--- src/rtl/loop_nest_ctrl.sv ---
// loop_nest_ctrl
//   Three-level nested loop sequencer. Level 0 is the inner loop and level 2
//   is the outer loop. Each level counts 0..max inclusive and then wraps.
//   One index tuple is produced per beat. A status/progress register bank
//   is readable over the PS bus.
//
// Ports
//   clk, rst            clock; synchronous active-high reset
//   istart              start pulse, accepted only in IDLE
//   imax0..imax2        inclusive loop maxima, sampled on accepted istart
//   ovalid / iready     beat handshake (see below)
//   oidx0..oidx2        registered loop indices (inner .. outer)
//   olast               high with the final tuple of the run
//   obusy               high while in RUN
//   odone               one-cycle pulse after the final beat is accepted
//   ps_addr, ps_rden    PS read request
//   ps_rdat, ps_rvld    PS read response, registered (1-cycle latency)
//   dbg_state_o         current FSM state (0 IDLE, 1 RUN, 2 DONE)
//
// Handshake: a beat transfers on a rising clk edge where ovalid & iready.
// While ovalid & !iready the tuple (oidx*, olast) holds stable. ovalid never
// drops in RUN until the last beat has been accepted.
//
// PS register map (word offsets from REG_ADDR_BASE)
//   +0 {zero, done_sticky, busy}   +1 idx0   +2 idx1   +3 idx2   +4 beat count
module loop_nest_ctrl #(
    parameter int DATA_WIDTH = 32,
    parameter int ADDR_WIDTH = 32,
    parameter int CNT_WIDTH  = 16,
    parameter logic [ADDR_WIDTH-1:0] REG_ADDR_BASE = 32'h0000_0010
) (
    input  logic                  clk,
    input  logic                  rst,
    input  logic                  istart,
    input  logic [CNT_WIDTH-1:0]  imax0,
    input  logic [CNT_WIDTH-1:0]  imax1,
    input  logic [CNT_WIDTH-1:0]  imax2,
    output logic                  ovalid,
    input  logic                  iready,
    output logic [CNT_WIDTH-1:0]  oidx0,
    output logic [CNT_WIDTH-1:0]  oidx1,
    output logic [CNT_WIDTH-1:0]  oidx2,
    output logic                  olast,
    output logic                  obusy,
    output logic                  odone,
    input  logic [ADDR_WIDTH-1:0] ps_addr,
    input  logic                  ps_rden,
    output logic [DATA_WIDTH-1:0] ps_rdat,
    output logic                  ps_rvld,
    output logic [1:0]            dbg_state_o
);

    typedef enum logic [1:0] {
        S_IDLE = 2'd0,
        S_RUN  = 2'd1,
        S_DONE = 2'd2
    } state_e;

    state_e                state_q, state_d;
    logic [CNT_WIDTH-1:0]  max0_q, max0_d, max1_q, max1_d, max2_q, max2_d;
    logic [CNT_WIDTH-1:0]  idx0_q, idx0_d, idx1_q, idx1_d, idx2_q, idx2_d;
    logic                  done_sticky_q, done_sticky_d;
    logic [DATA_WIDTH-1:0] beat_cnt_q, beat_cnt_d;
    logic [DATA_WIDTH-1:0] run_cnt_q, run_cnt_d;
    logic                  rvld_q, rvld_d;
    logic [DATA_WIDTH-1:0] rdat_q, rdat_d;

    logic wrap0, wrap1, wrap2, beat_acc, in_run;

    assign in_run   = (state_q == S_RUN);
    assign wrap0    = (idx0_q == max0_q);
    assign wrap1    = (idx1_q == max1_q);
    assign wrap2    = (idx2_q == max2_q);
    assign beat_acc = in_run & iready;

    assign ovalid      = in_run;
    assign obusy       = in_run;
    assign odone       = (state_q == S_DONE);
    assign olast       = in_run & wrap0 & wrap1 & wrap2;
    assign oidx0       = idx0_q;
    assign oidx1       = idx1_q;
    assign oidx2       = idx2_q;
    assign ps_rvld     = rvld_q;
    assign ps_rdat     = rdat_q;
    assign dbg_state_o = state_q;

    // Sequencer FSM and counters
    always_comb begin
        state_d       = state_q;
        max0_d        = max0_q;
        max1_d        = max1_q;
        max2_d        = max2_q;
        idx0_d        = idx0_q;
        idx1_d        = idx1_q;
        idx2_d        = idx2_q;
        done_sticky_d = done_sticky_q;
        beat_cnt_d    = beat_cnt_q;
        run_cnt_d     = run_cnt_q;

        case (state_q)
            S_IDLE: begin
                if (istart) begin
                    state_d       = S_RUN;
                    max0_d        = imax0;
                    max1_d        = imax1;
                    max2_d        = imax2;
                    idx0_d        = '0;
                    idx1_d        = '0;
                    idx2_d        = '0;
                    done_sticky_d = 1'b0;
                end
            end
            S_RUN: begin
                if (beat_acc) begin
                    beat_cnt_d = beat_cnt_q + 1'b1;
                    // Carry ripples outward only on wrap of every inner level.
                    idx0_d = wrap0 ? '0 : idx0_q + 1'b1;
                    if (wrap0) begin
                        idx1_d = wrap1 ? '0 : idx1_q + 1'b1;
                        if (wrap1) begin
                            idx2_d = wrap2 ? '0 : idx2_q + 1'b1;
                        end
                    end
                    if (wrap0 && wrap1 && wrap2) begin
                        state_d = S_DONE;
                    end
                end
            end
            S_DONE: begin
                state_d       = S_IDLE;
                done_sticky_d = 1'b1;
                run_cnt_d     = run_cnt_q + 1'b1;
            end
            default: begin
                state_d = S_IDLE;
            end
        endcase
    end

    // PS read decode; the value is captured on the ps_rden cycle so a read
    // coinciding with an index update returns the pre-update value.
    always_comb begin
        rvld_d = 1'b0;
        rdat_d = '0;
        if (ps_rden) begin
            if (ps_addr == REG_ADDR_BASE) begin
                rvld_d = 1'b1;
                rdat_d = {{(DATA_WIDTH-2){1'b0}}, done_sticky_q, in_run};
            end else if (ps_addr == REG_ADDR_BASE + ADDR_WIDTH'(1)) begin
                rvld_d = 1'b1;
                rdat_d = DATA_WIDTH'(idx0_q);
            end else if (ps_addr == REG_ADDR_BASE + ADDR_WIDTH'(2)) begin
                rvld_d = 1'b1;
                rdat_d = DATA_WIDTH'(idx1_q);
            end else if (ps_addr == REG_ADDR_BASE + ADDR_WIDTH'(3)) begin
                rvld_d = 1'b1;
                rdat_d = DATA_WIDTH'(idx2_q);
            end else if (ps_addr == REG_ADDR_BASE + ADDR_WIDTH'(4)) begin
                rvld_d = 1'b1;
                rdat_d = beat_cnt_q;
            end
        end
    end

    always_ff @(posedge clk) begin
        if (rst) begin
            state_q       <= S_IDLE;
            max0_q        <= '0;
            max1_q        <= '0;
            max2_q        <= '0;
            idx0_q        <= '0;
            idx1_q        <= '0;
            idx2_q        <= '0;
            done_sticky_q <= 1'b0;
            beat_cnt_q    <= '0;
            run_cnt_q     <= '0;
            rvld_q        <= 1'b0;
            rdat_q        <= '0;
        end else begin
            state_q       <= state_d;
            max0_q        <= max0_d;
            max1_q        <= max1_d;
            max2_q        <= max2_d;
            idx0_q        <= idx0_d;
            idx1_q        <= idx1_d;
            idx2_q        <= idx2_d;
            done_sticky_q <= done_sticky_d;
            beat_cnt_q    <= beat_cnt_d;
            run_cnt_q     <= run_cnt_d;
            rvld_q        <= rvld_d;
            rdat_q        <= rdat_d;
        end
    end

endmodule

--- config.mk ---
export PLATFORM = sky130hd
export DESIGN_NAME = loop_nest_ctrl
export DESIGN_NICKNAME = d
export VERILOG_FILES = /design/src/rtl/loop_nest_ctrl.sv
export SDC_FILE = /design/constraint.sdc
export NUM_CORES = 1
export LEC_CHECK = 0
export BUFFER_PORTS_ARGS = -buffer_cell sky130_fd_sc_hd__buf_2
export CAP_MARGIN = 10
export CORE_UTILIZATION = 50
export CTS_BUF_LIST = sky130_fd_sc_hd__clkbuf_8
export DETAILED_ROUTE_END_ITERATION = 7
export PLACE_DENSITY = 0.8
export RECOVER_POWER = 50
export SYNTH_ARGS = -nofsm -noshare
export SYNTH_HDL_FRONTEND = slang
export SYNTH_SLANG_ARGS = --single-unit
--- constraint.sdc ---
create_clock -name clk -period 5.5 [get_ports clk]
set_clock_uncertainty 0.05 [all_clocks]
set_input_delay 0.55 -clock clk [delete_from_list [all_inputs] [get_ports clk]]
set_output_delay 0.55 -clock clk [all_outputs]
set_load 0.02 [all_outputs]
==> summary.md <==
| Metric | Value |
|---|---|
| Initial antenna violation count | `1` |
| Clock Path Buffers | `2` |
| Synth Net Count | `1024` |
| Clock power frac | `0.416` |
| Dpl ws | `2.430 ns` |
| Seq pwr share | `0.498` |
| Routability cong. | `0.9000` |
| Number of flops mapped to enable cells by yosys | `0` |
| Clk_lat worst skew | `0.47 ns` |
| Min-Delay Path Class | `input port to flip-flop` |
| Port bufs | `171` |
| Number of global-route vias before repair | `6476` |
| Power share of the combinational group | `0.087` |
| Register area share after synthesis | `0.4265` |
| Crit-path most repeated cell | `nor2_1` |
| Die Width | `126.1 um` |
| # rows | `44` |
| Worst setup slack after layout | `1.436 ns` |
| Core footprint | `14750 sq um` |
| Setup bufs post-CTS | `0` |
| WL/cell | `16.30 um` |
| Pin count of the biggest net entering global routing | `60` |
| Startpoint Class | `input port` |
| Vias | `7138` |
| Worst path cell trace | `buf_2 -> clkbuf_1 -> nor2_1 -> nor2_1 -> mux2i_1` |
| Pwr/cell area | `277.6 nW/um^2` |
| Critical Path AT | `4.33 ns` |
| DRC errors left | `0` |
| Clk slew on worst S/H paths | `0.09 ns` |
| Reg-to-reg slack, setup | `2.43 ns` |
| Leakage | `3.524 nW` |
| Yosys warning count | `0` |
| Fill count | `1362` |
| Drt first pass iters | `5` |
| HPWL after detailed placement | `15110 um` |
| Failing checks | `max-capacitance violations, max-slew violations` |
| Fin Setup TNS | `0 ns` |
| NetSw | `0.6382 mW` |
| Area growth from synthesis to layout | `15.96%` |
| Final wirelength | `20670 um` |
| Pins Over Slew Limit | `102` |
| Switching part of the total | `0.2575` |
| DRT iter0 DRCs | `581` |
| CTS H-Tree Depth | `4` |
| Final worst-path cycle share | `0.7389` |
| Cts hold-fix bufs | `0` |
| Multi-input gate area | `4110 sq um` |
| Register Area | `3283 sq um` |
| Ys async rst share | `0` |
| Slowest stage delay, CP | `1.99 ns` |
| Synthesized area | `7699 sq um` |
| Via density | `5.629` |
| Cells after Synth | `935` |
| CP Capture Type | `flip-flop` |
| Clock sink count | `164` |
| Fmax | `0.2461 GHz` |
| IO Count | `172` |
| Status | `complete, but fails checks` |
| PostCTS Resize Cnt | `0` |
| TritonCTS clock tree | `done` |
| Overall routing resource usage | `0.2647` |
| Setup CP Type | `input port to flip-flop` |
| Root Buffer | `clkbuf_8` |
| Starting density of the core | `0.5218` |
| Mapped Avg Cell Area | `8.234 sq um` |
| RSZ-0062 raised after global routing | `false` |
| Final #Nets | `1159` |
| Peak fanout along the critical path | `59` |
| #FFs+latches synth | `164` |
| Final Hold Viols | `0` |
| Slowest CP cell | `clkbuf_1` |
| CP Data Required Time | `5.77 ns` |
| Slew HR | `-0.8024` |
| Die H | `126.1 um` |
| Distinct cells, synth | `63` |
| Die area | `15900 sq um` |
| Layout cells sized above 1 | `0.1385` |
| First-pass GRT wire length | `32830 um` |
| Synth Flop Type | `dfxtp_1` |
| Setup Viol. Count Final | `0` |
| Antenna-violating nets left | `0` |
| Maximum capacitance violations | `2` |
| Worst slew pin tran | `2.704 ns` |
| Max rail drop VDD | `0.2023 mV` |
| Min Tclk post-route | `4.064 ns` |
| Total grt overflow | `0` |
| Pint | `1.840 mW` |
| TritonCTS Buffers | `17` |
cell type report:
class | instances | share of cell area
timing repair buffer | 174 | 0.08633
antenna | 1 | 0.0002803
sequential | 164 | 0.3678
multi-input combinational | 699 | 0.4604
clock inverter | 15 | 0.02733
inverter | 14 | 0.005886
clock buffer | 17 | 0.02621
tap | 184 | 0.02579
final timing paths:
path | startpoint | to | cells past startpoint
worst max-delay path | rst | oidx2[0]$_SDFFE_PP0P_ | 5
worst min-delay path | imax0[9] | max0_q[9]$_SDFFE_PP0P_ | 3
worst max register to register | oidx0[9]$_SDFFE_PP0P_ | oidx2[0]$_SDFFE_PP0P_ | 6
worst min register to register | max1_q[6]$_SDFFE_PP0P_ | max1_q[6]$_SDFFE_PP0P_ | 2
layer usage:
metal,vias to the layer above,routed length (um),GRT usage
met5,-,0,0
met2,282,9374,0.4105
li1,3502,-,-
met1,3307,9198,0.3485
met3,47,1410,0.05650
met4,0,691,0.1325
Yosys cell counts, drive strengths merged (3+ instances only):
cell	count	area, sq um
o22ai	4	25.02
inv	14	52.55
nor3	19	100.1
nor4	32	317.8
buf	17	95.09
dfxtp	164	3283
nand3	31	160.1
xor2	65	569.3
o21ai	30	153.9
a221o	4	40.04
and4	8	70.07
nand4	22	143.9
nor2b	5	31.28
nand2b	6	37.54
nand2	132	495.5
o211ai	5	37.54
nor2	102	382.9
mux2i	4	40.04
ha	4	50.05
a21o	4	30.03
or4	8	63.81
nor3b	3	27.52
a22o	4	35.03
o2111ai	3	26.28
clkbuf	41	153.9
and3	13	81.33
a21oi	101	505.5
and2	24	150.1
or3	8	50.05
xnor2	30	262.8
or2	4	25.03
state kept, by name, indices dropped and copies added, names as in the netlist:
name           cells
max2_q            16
ps_rdat           32
ps_rvld            1
done_sticky_q      1
oidx0             16
beat_cnt_q        32
oidx1             16
dbg_state_o        2
oidx2             16
max1_q            16
max0_q            16
cell families (layout without fill, tap and decap cells):
kind of cell,count (synthesis),after routing,share of synthesized area
xor+xnor,95,95,0.1081
compound gates,171,171,0.1279
mux,4,4,0.005201
other cells,0,1,0
fa+ha+maj,4,4,0.006501
flops,164,164,0.4265
simple gates,425,425,0.2867
buf+inv,72,220,0.03917
power by group through the flow:
stage | registers [mW] | clock network (mW) | logic, mW
2_1_floorplan | 1.26 | 0 | 0.144
3_3_place_gp | 1.26 | 0 | 0.210
3_5_place_dp | 1.26 | 0 | 0.213
4_1_cts | 1.23 | 1.04 | 0.214
5_1_grt | 1.24 | 1.10 | 0.237
6_report | 1.23 | 1.03 | 0.215
critical path, delay by kind of cell:
family / cells / cell delay (ns)
buffers and inverters: 2 / 2.58
muxes: 1 / 0.15
and+or+nand+nor: 2 / 1.00
placed cells by master, fill, tap and decap left out, types with 5 or more instances in the layout:
cell	n
xnor2_1	30
and2_1	24
buf_2	91
o211ai_1	5
o21ai_0	29
nand3_1	30
dfxtp_1	164
nor2b_1	5
xor2_1	65
and4_1	8
nor2_1	102
nor4_2	14
and3_1	13
nor4_1	16
bufinv_16	5
a21oi_1	101
nand2_1	132
inv_1	14
nor3_1	18
clkbuf_8	17
or4_1	8
nand4_1	21
nand2b_1	6
or3_1	8
clkbuf_1	82
metrics by stage:
stage	utilization	cell area, sq um	instances	hold WS [ns]	total power [mW]
5_1_grt	0.6049	8925	1267	0.2290	2.576
2_1_floorplan	-	7699	935	0.3784	1.401
3_3_place_gp	0.5801	8558	1235	0.4049	1.469
6_report	0.6051	8927	1268	0.2533	2.478
3_5_place_dp	0.5801	8558	1235	0.4099	1.473
4_1_cts	0.6124	9036	1267	0.2396	2.488
No activity file was read; power rests on OpenSTA's default activity.
